`src/rtl/calc_pkg.sv`:
```
// Shared encodings, port FSM state type and width defaults for the calc port scheduler.
package calc_pkg;

  localparam int unsigned DefDataW = 32;
  localparam int unsigned DefCmdW  = 4;
  localparam int unsigned NumPorts = 4;

  localparam int unsigned CMD_NOP = 0;
  localparam int unsigned CMD_ADD = 1;
  localparam int unsigned CMD_SUB = 2;
  localparam int unsigned CMD_SHL = 5;
  localparam int unsigned CMD_SHR = 6;

  localparam logic [1:0] RESP_NONE = 2'd0;
  localparam logic [1:0] RESP_OK   = 2'd1;
  localparam logic [1:0] RESP_ERR  = 2'd2;

  // The grant cycle is the port's wait step: the shared ALU result is
  // registered on the grant edge, so PEND moves straight to RESP.
  typedef enum logic [1:0] {StIdle, StOp2, StPend, StResp} port_state_e;

endpackage

```
`src/rtl/calc_alu.sv`:
```
// Combinational unsigned ALU shared by all scheduler ports; returns result and response code.
module calc_alu
  import calc_pkg::*;
#(
  parameter int unsigned DATA_W = DefDataW,
  parameter int unsigned CMD_W  = DefCmdW
) (
  input  logic [CMD_W-1:0]  cmd_i,
  input  logic [DATA_W-1:0] op1_i,
  input  logic [DATA_W-1:0] op2_i,
  output logic [DATA_W-1:0] res_o,
  output logic [1:0]        resp_o
);

  logic [DATA_W:0] sum;
  logic [4:0]      shamt;

  assign sum   = {1'b0, op1_i} + {1'b0, op2_i};
  assign shamt = op2_i[4:0];

  always_comb begin
    res_o  = '0;
    resp_o = RESP_ERR;
    case (cmd_i)
      CMD_W'(CMD_ADD): begin
        if (!sum[DATA_W]) begin
          res_o  = sum[DATA_W-1:0];
          resp_o = RESP_OK;
        end
      end
      CMD_W'(CMD_SUB): begin
        if (op1_i >= op2_i) begin
          res_o  = op1_i - op2_i;
          resp_o = RESP_OK;
        end
      end
      CMD_W'(CMD_SHL): begin
        res_o  = op1_i << shamt;
        resp_o = RESP_OK;
      end
      CMD_W'(CMD_SHR): begin
        res_o  = op1_i >> shamt;
        resp_o = RESP_OK;
      end
      default: ;
    endcase
  end

endmodule

```
`src/rtl/calc_port_scheduler.sv`:
```
// Four-port two-cycle request front end sharing one ALU via a round-robin arbiter.
// Optional CALC_OP_CNT_EN adds a saturating count of successful responses (op_count).
module calc_port_scheduler
  import calc_pkg::*;
#(
  parameter int unsigned DATA_W = DefDataW,
  parameter int unsigned CMD_W  = DefCmdW
) (
`ifdef CALC_OP_CNT_EN
  output logic [0:15]       op_count,
`endif
  input  logic              c_clk,
  input  logic              reset,
  input  logic [0:CMD_W-1]  req1_cmd_in,
  input  logic [0:DATA_W-1] req1_data_in,
  input  logic [0:CMD_W-1]  req2_cmd_in,
  input  logic [0:DATA_W-1] req2_data_in,
  input  logic [0:CMD_W-1]  req3_cmd_in,
  input  logic [0:DATA_W-1] req3_data_in,
  input  logic [0:CMD_W-1]  req4_cmd_in,
  input  logic [0:DATA_W-1] req4_data_in,
  output logic [0:1]        out_resp1,
  output logic [0:DATA_W-1] out_data1,
  output logic [0:1]        out_resp2,
  output logic [0:DATA_W-1] out_data2,
  output logic [0:1]        out_resp3,
  output logic [0:DATA_W-1] out_data3,
  output logic [0:1]        out_resp4,
  output logic [0:DATA_W-1] out_data4
);

  logic [CMD_W-1:0]  cmd_in   [NumPorts];
  logic [DATA_W-1:0] data_in  [NumPorts];
  logic [1:0]        resp_out [NumPorts];
  logic [DATA_W-1:0] data_out [NumPorts];
  logic [CMD_W-1:0]  cmd_arr  [NumPorts];
  logic [DATA_W-1:0] op1_arr  [NumPorts];
  logic [DATA_W-1:0] op2_arr  [NumPorts];

  logic [NumPorts-1:0] pend, gnt, in_resp;
  logic [1:0]          rr_q, rr_d, gnt_idx, cand;
  logic                gnt_any;
  logic [DATA_W-1:0]   alu_res, alu_res_q;
  logic [1:0]          alu_resp, alu_resp_q;

  assign cmd_in[0]  = req1_cmd_in;
  assign cmd_in[1]  = req2_cmd_in;
  assign cmd_in[2]  = req3_cmd_in;
  assign cmd_in[3]  = req4_cmd_in;
  assign data_in[0] = req1_data_in;
  assign data_in[1] = req2_data_in;
  assign data_in[2] = req3_data_in;
  assign data_in[3] = req4_data_in;

  assign out_resp1 = resp_out[0];
  assign out_data1 = data_out[0];
  assign out_resp2 = resp_out[1];
  assign out_data2 = data_out[1];
  assign out_resp3 = resp_out[2];
  assign out_data3 = data_out[2];
  assign out_resp4 = resp_out[3];
  assign out_data4 = data_out[3];

  for (genvar p = 0; p < NumPorts; p++) begin : g_port
    port_state_e       st_q, st_d;
    logic [CMD_W-1:0]  cmd_q, cmd_d;
    logic [DATA_W-1:0] op1_q, op1_d, op2_q, op2_d;
    logic [1:0]        resp_p;
    logic [DATA_W-1:0] data_p;

    always_ff @(posedge c_clk or negedge reset) begin
      if (!reset) begin
        st_q  <= StIdle;
        cmd_q <= '0;
        op1_q <= '0;
        op2_q <= '0;
      end else begin
        st_q  <= st_d;
        cmd_q <= cmd_d;
        op1_q <= op1_d;
        op2_q <= op2_d;
      end
    end

    always_comb begin
      st_d  = st_q;
      cmd_d = cmd_q;
      op1_d = op1_q;
      op2_d = op2_q;
      unique case (st_q)
        StIdle: begin
          if (cmd_in[p] != CMD_W'(CMD_NOP)) begin
            cmd_d = cmd_in[p];
            op1_d = data_in[p];
            st_d  = StOp2;
          end
        end
        StOp2: begin
          op2_d = data_in[p];
          st_d  = StPend;
        end
        StPend:  if (gnt[p]) st_d = StResp;
        StResp:  st_d = StIdle;
        default: st_d = StIdle;
      endcase
    end

    always_comb begin
      resp_p = RESP_NONE;
      data_p = '0;
      if (st_q == StResp) begin
        resp_p = alu_resp_q;
        data_p = alu_res_q;
      end
    end

    assign pend[p]     = (st_q == StPend);
    assign in_resp[p]  = (st_q == StResp);
    assign cmd_arr[p]  = cmd_q;
    assign op1_arr[p]  = op1_q;
    assign op2_arr[p]  = op2_q;
    assign resp_out[p] = resp_p;
    assign data_out[p] = data_p;
  end

  // Scan from the pointer; the first PEND port wins and the pointer moves past it.
  always_comb begin
    gnt     = '0;
    gnt_any = 1'b0;
    gnt_idx = rr_q;
    rr_d    = rr_q;
    cand    = rr_q;
    for (int i = 0; i < NumPorts; i++) begin
      cand = rr_q + 2'(i);
      if (!gnt_any && pend[cand]) begin
        gnt_any = 1'b1;
        gnt_idx = cand;
      end
    end
    if (gnt_any) begin
      gnt[gnt_idx] = 1'b1;
      rr_d         = gnt_idx + 2'd1;
    end
  end

  calc_alu #(
    .DATA_W(DATA_W),
    .CMD_W (CMD_W)
  ) u_alu (
    .cmd_i (cmd_arr[gnt_idx]),
    .op1_i (op1_arr[gnt_idx]),
    .op2_i (op2_arr[gnt_idx]),
    .res_o (alu_res),
    .resp_o(alu_resp)
  );

  always_ff @(posedge c_clk or negedge reset) begin
    if (!reset) begin
      rr_q       <= '0;
      alu_res_q  <= '0;
      alu_resp_q <= RESP_NONE;
    end else begin
      rr_q <= rr_d;
      if (gnt_any) begin
        alu_res_q  <= alu_res;
        alu_resp_q <= alu_resp;
      end
    end
  end

`ifdef CALC_OP_CNT_EN
  logic [15:0] op_cnt_q;
  logic        ok_fire;

  assign ok_fire = (|in_resp) && (alu_resp_q == RESP_OK);

  always_ff @(posedge c_clk or negedge reset) begin
    if (!reset) begin
      op_cnt_q <= '0;
    end else if (ok_fire && (op_cnt_q != 16'hFFFF)) begin
      op_cnt_q <= op_cnt_q + 16'd1;
    end
  end

  assign op_count = op_cnt_q;
`else
  logic unused_in_resp;
  assign unused_in_resp = ^in_resp;
`endif

endmodule

```
`config.mk`:
```
export PLATFORM = sky130hd
export DESIGN_NAME = calc_port_scheduler
export DESIGN_NICKNAME = d
export VERILOG_FILES = /design/src/rtl/calc_pkg.sv /design/src/rtl/calc_alu.sv /design/src/rtl/calc_port_scheduler.sv
export SDC_FILE = /design/constraint.sdc
export NUM_CORES = 1
export LEC_CHECK = 0
export ABC_AREA = 1
export ABC_CLOCK_PERIOD_IN_PS = 4230
export BUFFER_PORTS_ARGS = -buffer_cell sky130_fd_sc_hd__buf_2
export CAP_MARGIN = 20
export CORE_MARGIN = 1
export CORE_UTILIZATION = 35
export CTS_CLUSTER_SIZE = 40
export DETAILED_ROUTE_END_ITERATION = 16
export GPL_ROUTABILITY_DRIVEN = 0
export HOLD_SLACK_MARGIN = 0.12
export MAX_ROUTING_LAYER = met4
export PLACE_DENSITY = 0.55
export SLEW_MARGIN = 25
export SYNTH_ARGS = -nofsm -noshare
export SYNTH_HDL_FRONTEND = slang
export SYNTH_HIERARCHICAL = 1
export SYNTH_SLANG_ARGS = --single-unit
```
`constraint.sdc`:
```
create_clock -name c_clk -period 4.23 [get_ports c_clk]
set_clock_uncertainty 0.2 [all_clocks]
set_input_delay 0 -clock c_clk [delete_from_list [all_inputs] [get_ports c_clk]]
set_output_delay 0 -clock c_clk [all_outputs]
set_load 0.05 [all_outputs]
```
==> impl_metrics.csv, run 1 <==
group,metric,value,unit
outcome,status,"finished, violations left",
outcome,violations,"setup timing",
run,cap_violations,0,
final_layout,fill_cells,6230,
cts,cts-root-buf,"clkbuf_16",
global_routing,antenna_found_initial,0,
die,die-area,70300,um2
cts,clock-sinks,316,
synth,synth_top_area_share,0.326,
final_layout,syn2layout_area_growth,56.8,%
drt,ant_nets,0,
timing,setup_tns,-5.19,ns
global_routing,grt_pass1_wl,158000,um
setup_path,cp.arrival,4.78,ns
cts,clockBufferDepth,3,
drt,wirelength,106000,um
hold_path,holdCritPathClass,"in -> reg",
setup_path,crit_buf_inv,7,
synth,ys_seq_area_frac,0.326,
timing,period_minus_slack,4.45,ns
global_routing,grt_max_degree,111,
timing,rsz0062_at_grt,"yes",
timing,slew_headroom,0.292,
timing,hold_viol,0,
setup_path,crit_path_start_kind,"flop",
final_layout,nets,4938,
setup_path,crit_family,"simple AND/OR/NAND/NOR gates",
setup_path,crit_top_cell,"nand2_1",
place,io_buffers,281,
place,dp_hpwl,72600,um
timing,fin_ws,-0.217,ns
synth,synth_ff_type,"dfrtp_1",
global_routing,globalRouteTotalUtil,0.300,
setup_path,crit_path_max_incr_delay,0.40,ns
drt,first_pass_iters,6,
timing,min_period_over_period,1.05,
synth,synth_edf_count,0,
timing,tightest_slew,1.06,ns
drt,via_per_inst,5.02,
setup_path,path_max_fanout,6,
synth,netlist_instances,3640,
setup_path,required,4.56,ns
synth,ys_types,42,
setup_path,crit_slowest_cell,"fa_2",
setup_path,end_kind,"flop",
synth,synth_nets,3876,
drt,first_iter_violations,2494,
synth,netlist_top_cells_count,"1465 x nand2_1, 479 x inv_1, 316 x dfrtp_1, 271 x nand3_1, 210 x nor2_1",
synth,yosysWarnings,6,
synth,synthArstFlopShare,1.00,
synth,yosys_register_bits,316,
global_routing,grt_pass1_vias,27354,
cts,clk_latency,0.60,ns
die,start_util,0.353,
die,io_pins,282,
die,core,68600,um2
cts,tritoncts,"done",
timing,fmax,0.225,GHz
synth,syn_area_per_cell,6.66,um2
die,num_rows,96,
synth,synthTopCellsByArea,"dfrtp_1 33%, nand2_1 23%, mux2_2 8.8%",
timing,finalMaxSlewViolations,0,
die,die_h,265,um
cts,clk_pin_slew,0.06,ns
drt,routedWlPerCell,18.8,um
die,fp.dieW,265,um
timing,finalSetupViolations,34,
drt,num_vias,28453,
final_layout,seq_area,7920,um2
final_layout,layout-drive-gt1-share,0.345,
final_layout,multi_input_area,15700,um2
cts,cts_buffers,38,
synth,yosys.area.top_type,"dfrtp_1",
drt,drc,0,
setup_path,path_class,"reg -> reg",
cts,htreeDepth,2,
synth,yosysMostFrequentCell,"nand2_1",
global_routing,overflow,0,
synth,netlist_area,24200,um2
cells in the final DEF (no fill, tap or decap), types with 23 or more instances in the layout:
cell type / Yosys / layout
a21oi_1: 80 / 50
a21oi_2: 0 / 24
buf_12: 0 / 35
buf_2: 55 / 280
buf_4: 9 / 493
buf_6: 15 / 49
clkbuf_16: 0 / 41
dfrtp_1: 316 / 310
dlygate4sd3_1: 0 / 325
ha_1: 88 / 34
ha_4: 0 / 39
inv_1: 479 / 440
inv_2: 14 / 50
mux2_2: 190 / 190
nand2_1: 1465 / 1282
nand2_2: 12 / 157
nand2_4: 3 / 40
nand3_1: 271 / 219
nand3_2: 0 / 47
nand4_1: 100 / 100
nor2_1: 210 / 157
nor2_2: 4 / 29
nor2_4: 6 / 34
o211ai_1: 23 / 23
o21ai_0: 95 / 70
per-stage QoR:
stage               worst slack (ns)   util  cell area [um2]  hold slack, ns  std cells
finish                        -0.217  0.554            38000           0.148       5664
global route                  -0.411  0.554            38000           0.165       5662
CTS                           -0.166  0.527            36100           0.153       5609
detailed placement            -0.417  0.434            29700         -0.0619       5138
global placement              -0.444  0.434            29700         -0.0496       5138
floorplan                    0.00841      -            24300          -0.496       3640
kinds of logic (layout without fill, tap and decap cells):
group	count (synthesis)	count (layout)	share of synthesized area
AOI/OAI and AO/OA	211	211	0.0471
xor gates and xnor gates	25	25	0.00904
adders and majority gates	90	90	0.0471
buffers and inverters	675	1766	0.114
DFF	316	316	0.326
muxes	199	199	0.0920
other	0	2	0
and+or+nand+nor	2124	2124	0.365
per-layer routing:
| layer | routed length, um | GRT usage | vias to the layer above | part of all wire |
|---|---|---|---|---|
| met1 | 45700 | 0.388 | 13428 | 0.43 |
| met3 | 7610 | 0.0424 | 272 | 0.071 |
| met5 | 0 | - | - | 0 |
| met2 | 49000 | 0.482 | 1240 | 0.46 |
| met4 | 4130 | 0.103 | 0 | 0.039 |
| li1 | - | - | 13513 | - |
area by class of cell:
cell class,count,area share
Clock buffer,48,0.0279
Timing Repair Buffer,1199,0.263
Antenna cell,2,0.000132
Inverter,498,0.0499
Clock inverter,21,0.00728
Tap cell,931,0.0307
Sequential cell,316,0.208
Multi-Input combinational cell,2649,0.413
what timing repair did:
action	4_1_cts	5_1_grt
pin swaps	50	216
buffers inserted	64	60
hold endpoints to repair	596	0
hold buffers	326	0
gates resized for setup	201	449
cloned	12	3
endpoints found under the setup margin	34	34
worst reg2reg max path: cells and delay by family (launching register included):
family          cells  cell delay [ns]
simple gates       22             2.22
buf+inv             7             0.80
fa+ha+maj           3             0.74
flops               1             0.39
compound gates      1             0.08
flip-flops by register name, indices dropped and copies added (netlist names):
name / count
g_port.cmd_q: 16
alu_resp_q: 2
g_port.op1_q: 128
alu_res_q: 32
g_port.st_q: 8
rr_q: 2
g_port.op2_q: 128
final timing paths:
path / startpoint / cells after the start / slack, ns / to
setup / recovery: g_port[2].st_q[0]$_DFFE_PN0P_ / 33 / -0.22 / alu_res_q[8]$_DFFE_PN0P_
hold / removal: req2_cmd_in[0] / 4 / 0.15 / g_port[1].cmd_q[3]$_DFFE_PN0P_
setup reg to reg: g_port[2].st_q[0]$_DFFE_PN0P_ / 33 / -0.22 / alu_res_q[8]$_DFFE_PN0P_
hold reg to reg: g_port[2].cmd_q[0]$_DFFE_PN0P_ / 2 / 0.28 / g_port[2].cmd_q[0]$_DFFE_PN0P_
max in group asynchronous: reset / 4 / 2.91 / g_port[0].op2_q[8]$_DFFE_PN0N_
min in group asynchronous: reset / 4 / 0.39 / g_port[2].op1_q[1]$_DFFE_PN0P_
Power of run 1 is not shown: default switching activity piles up to over one toggle a cycle in this logic, so the estimate is an artifact.
==> run 2: changes to the inputs <==
--- a/config.mk
+++ b/config.mk
@@ -5,7 +5,7 @@
 export SDC_FILE = /design/constraint.sdc
 export NUM_CORES = 1
 export LEC_CHECK = 0
-export ABC_AREA = 1
+export ABC_AREA = 0
 export ABC_CLOCK_PERIOD_IN_PS = 4230
 export BUFFER_PORTS_ARGS = -buffer_cell sky130_fd_sc_hd__buf_2
 export CAP_MARGIN = 20
@@ -16,8 +16,8 @@
 export GPL_ROUTABILITY_DRIVEN = 0
 export HOLD_SLACK_MARGIN = 0.12
 export MAX_ROUTING_LAYER = met4
-export PLACE_DENSITY = 0.55
-export SLEW_MARGIN = 25
+export PLACE_DENSITY = 0.56
+export SLEW_MARGIN = 0
 export SYNTH_ARGS = -nofsm -noshare
 export SYNTH_HDL_FRONTEND = slang
 export SYNTH_HIERARCHICAL = 1
==> run 2 against run 1 <==
Against the previous run:
- the flow still finishes with violations (setup timing)
- utilization grew 1.7 points
- worst setup slack lost 0.99 ns
- critical path depth shrank 9
- global-route usage shrank 2.1 points
- critical endpoint is now alu_res_q[28]$_DFFE_PN0P_
==> impl_metrics.csv, run 2 <==
group,metric,value,unit
timing,finalSetupViolations,34,
drt,num_vias,24247,
setup_path,cp.arrival,5.69,ns
final_layout,syn2layout_area_growth,60.6,%
drt,via_per_inst,5.56,
final_layout,insertedDiodeCount,0,
synth,syn_area_per_cell,9.60,um2
die,die_h,259,um
hold_path,holdCritPathClass,"in -> reg",
timing,min_period_over_period,1.28,
cts,clk_latency,0.58,ns
drt,wirelength,97600,um
synth,ys_types,90,
synth,netlist_area,23100,um2
global_routing,grt_pass1_wl,141000,um
final_layout,reg_top3,"g_port.op1_q (128), g_port.op2_q (128), alu_res_q (32)",
synth,synth_compound_gate_area_share,0.195,
setup_path,critical_path.cell_chain,"ha_4 -> buf_6 -> or4b_4 -> o311a_4 -> a21oi_4 -> nor2_4 -> buf_6 -> buf_12 -> buf_4 -> a211oi_2 -> a31oi_4 -> inv_8 -> ha_4 -> inv_4 -> o221ai_4 -> a21oi_4 -> o21ai_4 -> buf_6 -> o211ai_1 -> a31oi_2 -> buf_4 -> a221o_1 -> a211o_1 -> mux2_4",
synth,synthXorXnorAreaFrac,0.000380,
setup_path,crit_path_start_kind,"flop",
setup_path,end_kind,"flop",
timing,slew_headroom,0.229,
final_layout,instances_no_fill,4359,
synth,synthMuxAreaShare,0.203,
cts,cts-root-buf,"clkbuf_16",
die,fp.dieW,259,um
die,start_util,0.356,
final_layout,multi_input_area,16500,um2
synth,synth_top_area_share,0.343,
cts,clockBufferDepth,3,
setup_path,crit_top_cell,"buf_6",
synth,synth_ff_type,"dfrtp_1",
global_routing,grt_pass1_vias,23907,
synth,yosys.area_share.adder,0.0495,
place,io_buffers,281,
setup_path,crit_slowest_cell,"or4b_4",
timing,hold_viol,0,
timing,period_minus_slack,5.44,ns
global_routing,overflow,0,
synth,yosys_register_bits,316,
timing,fmax,0.184,GHz
synth,netlist_top_cells_count,"316 x dfrtp_1, 270 x mux2_2, 211 x and2_1, 208 x nand2_1, 145 x nor2_1",
synth,synth-simple-area-share,0.158,
timing,finalMaxSlewViolations,0,
cts,tritoncts,"done",
final_layout,utilization,0.571,
setup_path,required,4.48,ns
synth,yosysWarnings,6,
setup_path,crit_path_max_incr_delay,0.49,ns
cts,clk_pin_slew,0.06,ns
timing,tightest_slew,1.16,ns
final_layout,layout_common_cells,"546 x buf_4, 314 x dfrtp_1, 293 x dlygate4sd3_1, 281 x buf_2, 268 x mux2_2",
synth,yosysMostFrequentCell,"dfrtp_1",
cts,clock-sinks,316,
drt,first_iter_violations,1985,
die,num_rows,93,
drt,ant_nets,0,
synth,synth_edf_count,0,
place,dpl.cell_count,3903,
final_layout,fill_cells,5240,
synth,synth_nets,2637,
timing,fin_ws,-1.21,ns
timing,hold-worst-slack,0.200,ns
drt,drc,0,
final_layout,layout-drive-gt1-share,0.489,
synth,yosys.area.top_type,"dfrtp_1",
timing,rsz0062_at_grt,"yes",
outcome,violations,"setup timing",
cts,htreeDepth,2,
global_routing,grt_max_degree,109,
synth,netlist_instances,2401,
die,die-area,66900,um2
drt,first_pass_iters,5,
place,dp_hpwl,66900,um
synth,ys_seq_area_frac,0.343,
die,io_pins,282,
die,core,64800,um2
final_layout,final_common_cell,"buf_4",
global_routing,antenna_found_initial,0,
cts,cts_buffers,37,
setup_path,path_class,"reg -> reg",
drt,routedWlPerCell,22.4,um
global_routing,globalRouteTotalUtil,0.279,
setup_path,path_max_fanout,7,
final_layout,seq_area,7910,um2
synth,synthArstFlopShare,1.00,
synth,synthTopCellsByArea,"dfrtp_1 34%, mux2_2 13%, and2_1 5.7%",
outcome,status,"finished, violations left",
synth,synth_top_family_by_area,"multiplexers",
final_layout,nets,3714,
run,cap_violations,0,
run 2: cell types whose count changed after synthesis, sizes merged, moves of 36 or more:
cell / before / now
inv: 496 / 80
a211oi: 0 / 76
nand4: 102 / 12
nand2b: 0 / 36
nand3: 271 / 34
nand2: 1480 / 208
a31oi: 0 / 76
nor2: 221 / 145
mux2: 190 / 303
mux2i: 9 / 55
a21oi: 80 / 123
and2: 10 / 211
run 2: critical path, delay by kind of cell, from the launching register on:
family	cells	cell delay, ns
AO/OA/AOI/OAI	11	2.38
buffers and inverters	8	1.02
AND/OR/NAND/NOR	2	0.56
flip-flops	1	0.45
adder cells (fa/ha/maj)	2	0.41
multiplexers	1	0.26
run 2: logic make-up (layout without fill, tap and decap cells):
kind of cell | Yosys count | count (layout)
AO/OA/AOI/OAI | 618 | 619
buffers and inverters | 262 | 1364
multiplexers | 384 | 384
XOR/XNOR | 1 | 1
flip-flops | 316 | 316
adder cells (fa/ha/maj) | 90 | 90
AND/OR/NAND/NOR | 730 | 730
run 2: area by class of cell:
type / count / share of cell area
inverter: 82 / 0.00906
clock buffer: 51 / 0.0286
timing repair buffer: 1217 / 0.271
clock inverter: 14 / 0.00426
multi-input combinational: 1824 / 0.445
sequential: 316 / 0.214
tap: 855 / 0.0289
run 2: what timing repair did:
action,CTS,global route
endpoints found under the hold margin,596,0
resized for setup,125,334
cloned,4,9
buffers inserted,26,70
pin swaps,27,126
hold buffers,294,0
endpoints found under the setup margin,34,34
run 2: path summary, 6_finish.rpt:
path / startpoint / end / slack [ns] / cells past startpoint
worst max-delay path: g_port[1].st_q[1]$_DFFE_PN0P_ / alu_res_q[28]$_DFFE_PN0P_ / -1.21 / 24
worst min-delay path: req1_data_in[1] / g_port[0].op1_q[30]$_DFFE_PN0P_ / 0.20 / 3
worst max register to register: g_port[1].st_q[1]$_DFFE_PN0P_ / alu_res_q[28]$_DFFE_PN0P_ / -1.21 / 24
worst min register to register: g_port[3].cmd_q[3]$_DFFE_PN0P_ / g_port[3].cmd_q[3]$_DFFE_PN0P_ / 0.28 / 2
max in group asynchronous: reset / g_port[0].op1_q[5]$_DFFE_PN0P_ / 2.81 / 4
min in group asynchronous: reset / alu_res_q[9]$_DFFE_PN0P_ / 0.39 / 4
run 2: per-stage QoR:
| step | setup slack (ns) | area, um2 | TNS (ns) |
|---|---|---|---|
| after floorplan | -0.802 | 23700 | -22.01 |
| after global placement | -1.29 | 29400 | -38.95 |
| after detailed placement | -1.44 | 29400 | -41.57 |
| after CTS | -1.07 | 34500 | -31.96 |
| after global routing | -1.36 | 37000 | -41.85 |
| final | -1.21 | 37000 | -36.84 |
run 2: metal layers:
| layer | part of all wire | GRT usage | routed length (um) |
|---|---|---|---|
| met5 | 0 | - | 0 |
| met4 | 0.036 | 0.0869 | 3500 |
| met2 | 0.48 | 0.450 | 46700 |
| met1 | 0.41 | 0.358 | 40300 |
| met3 | 0.073 | 0.0445 | 7150 |
Power of run 2 is left out for the same reason.
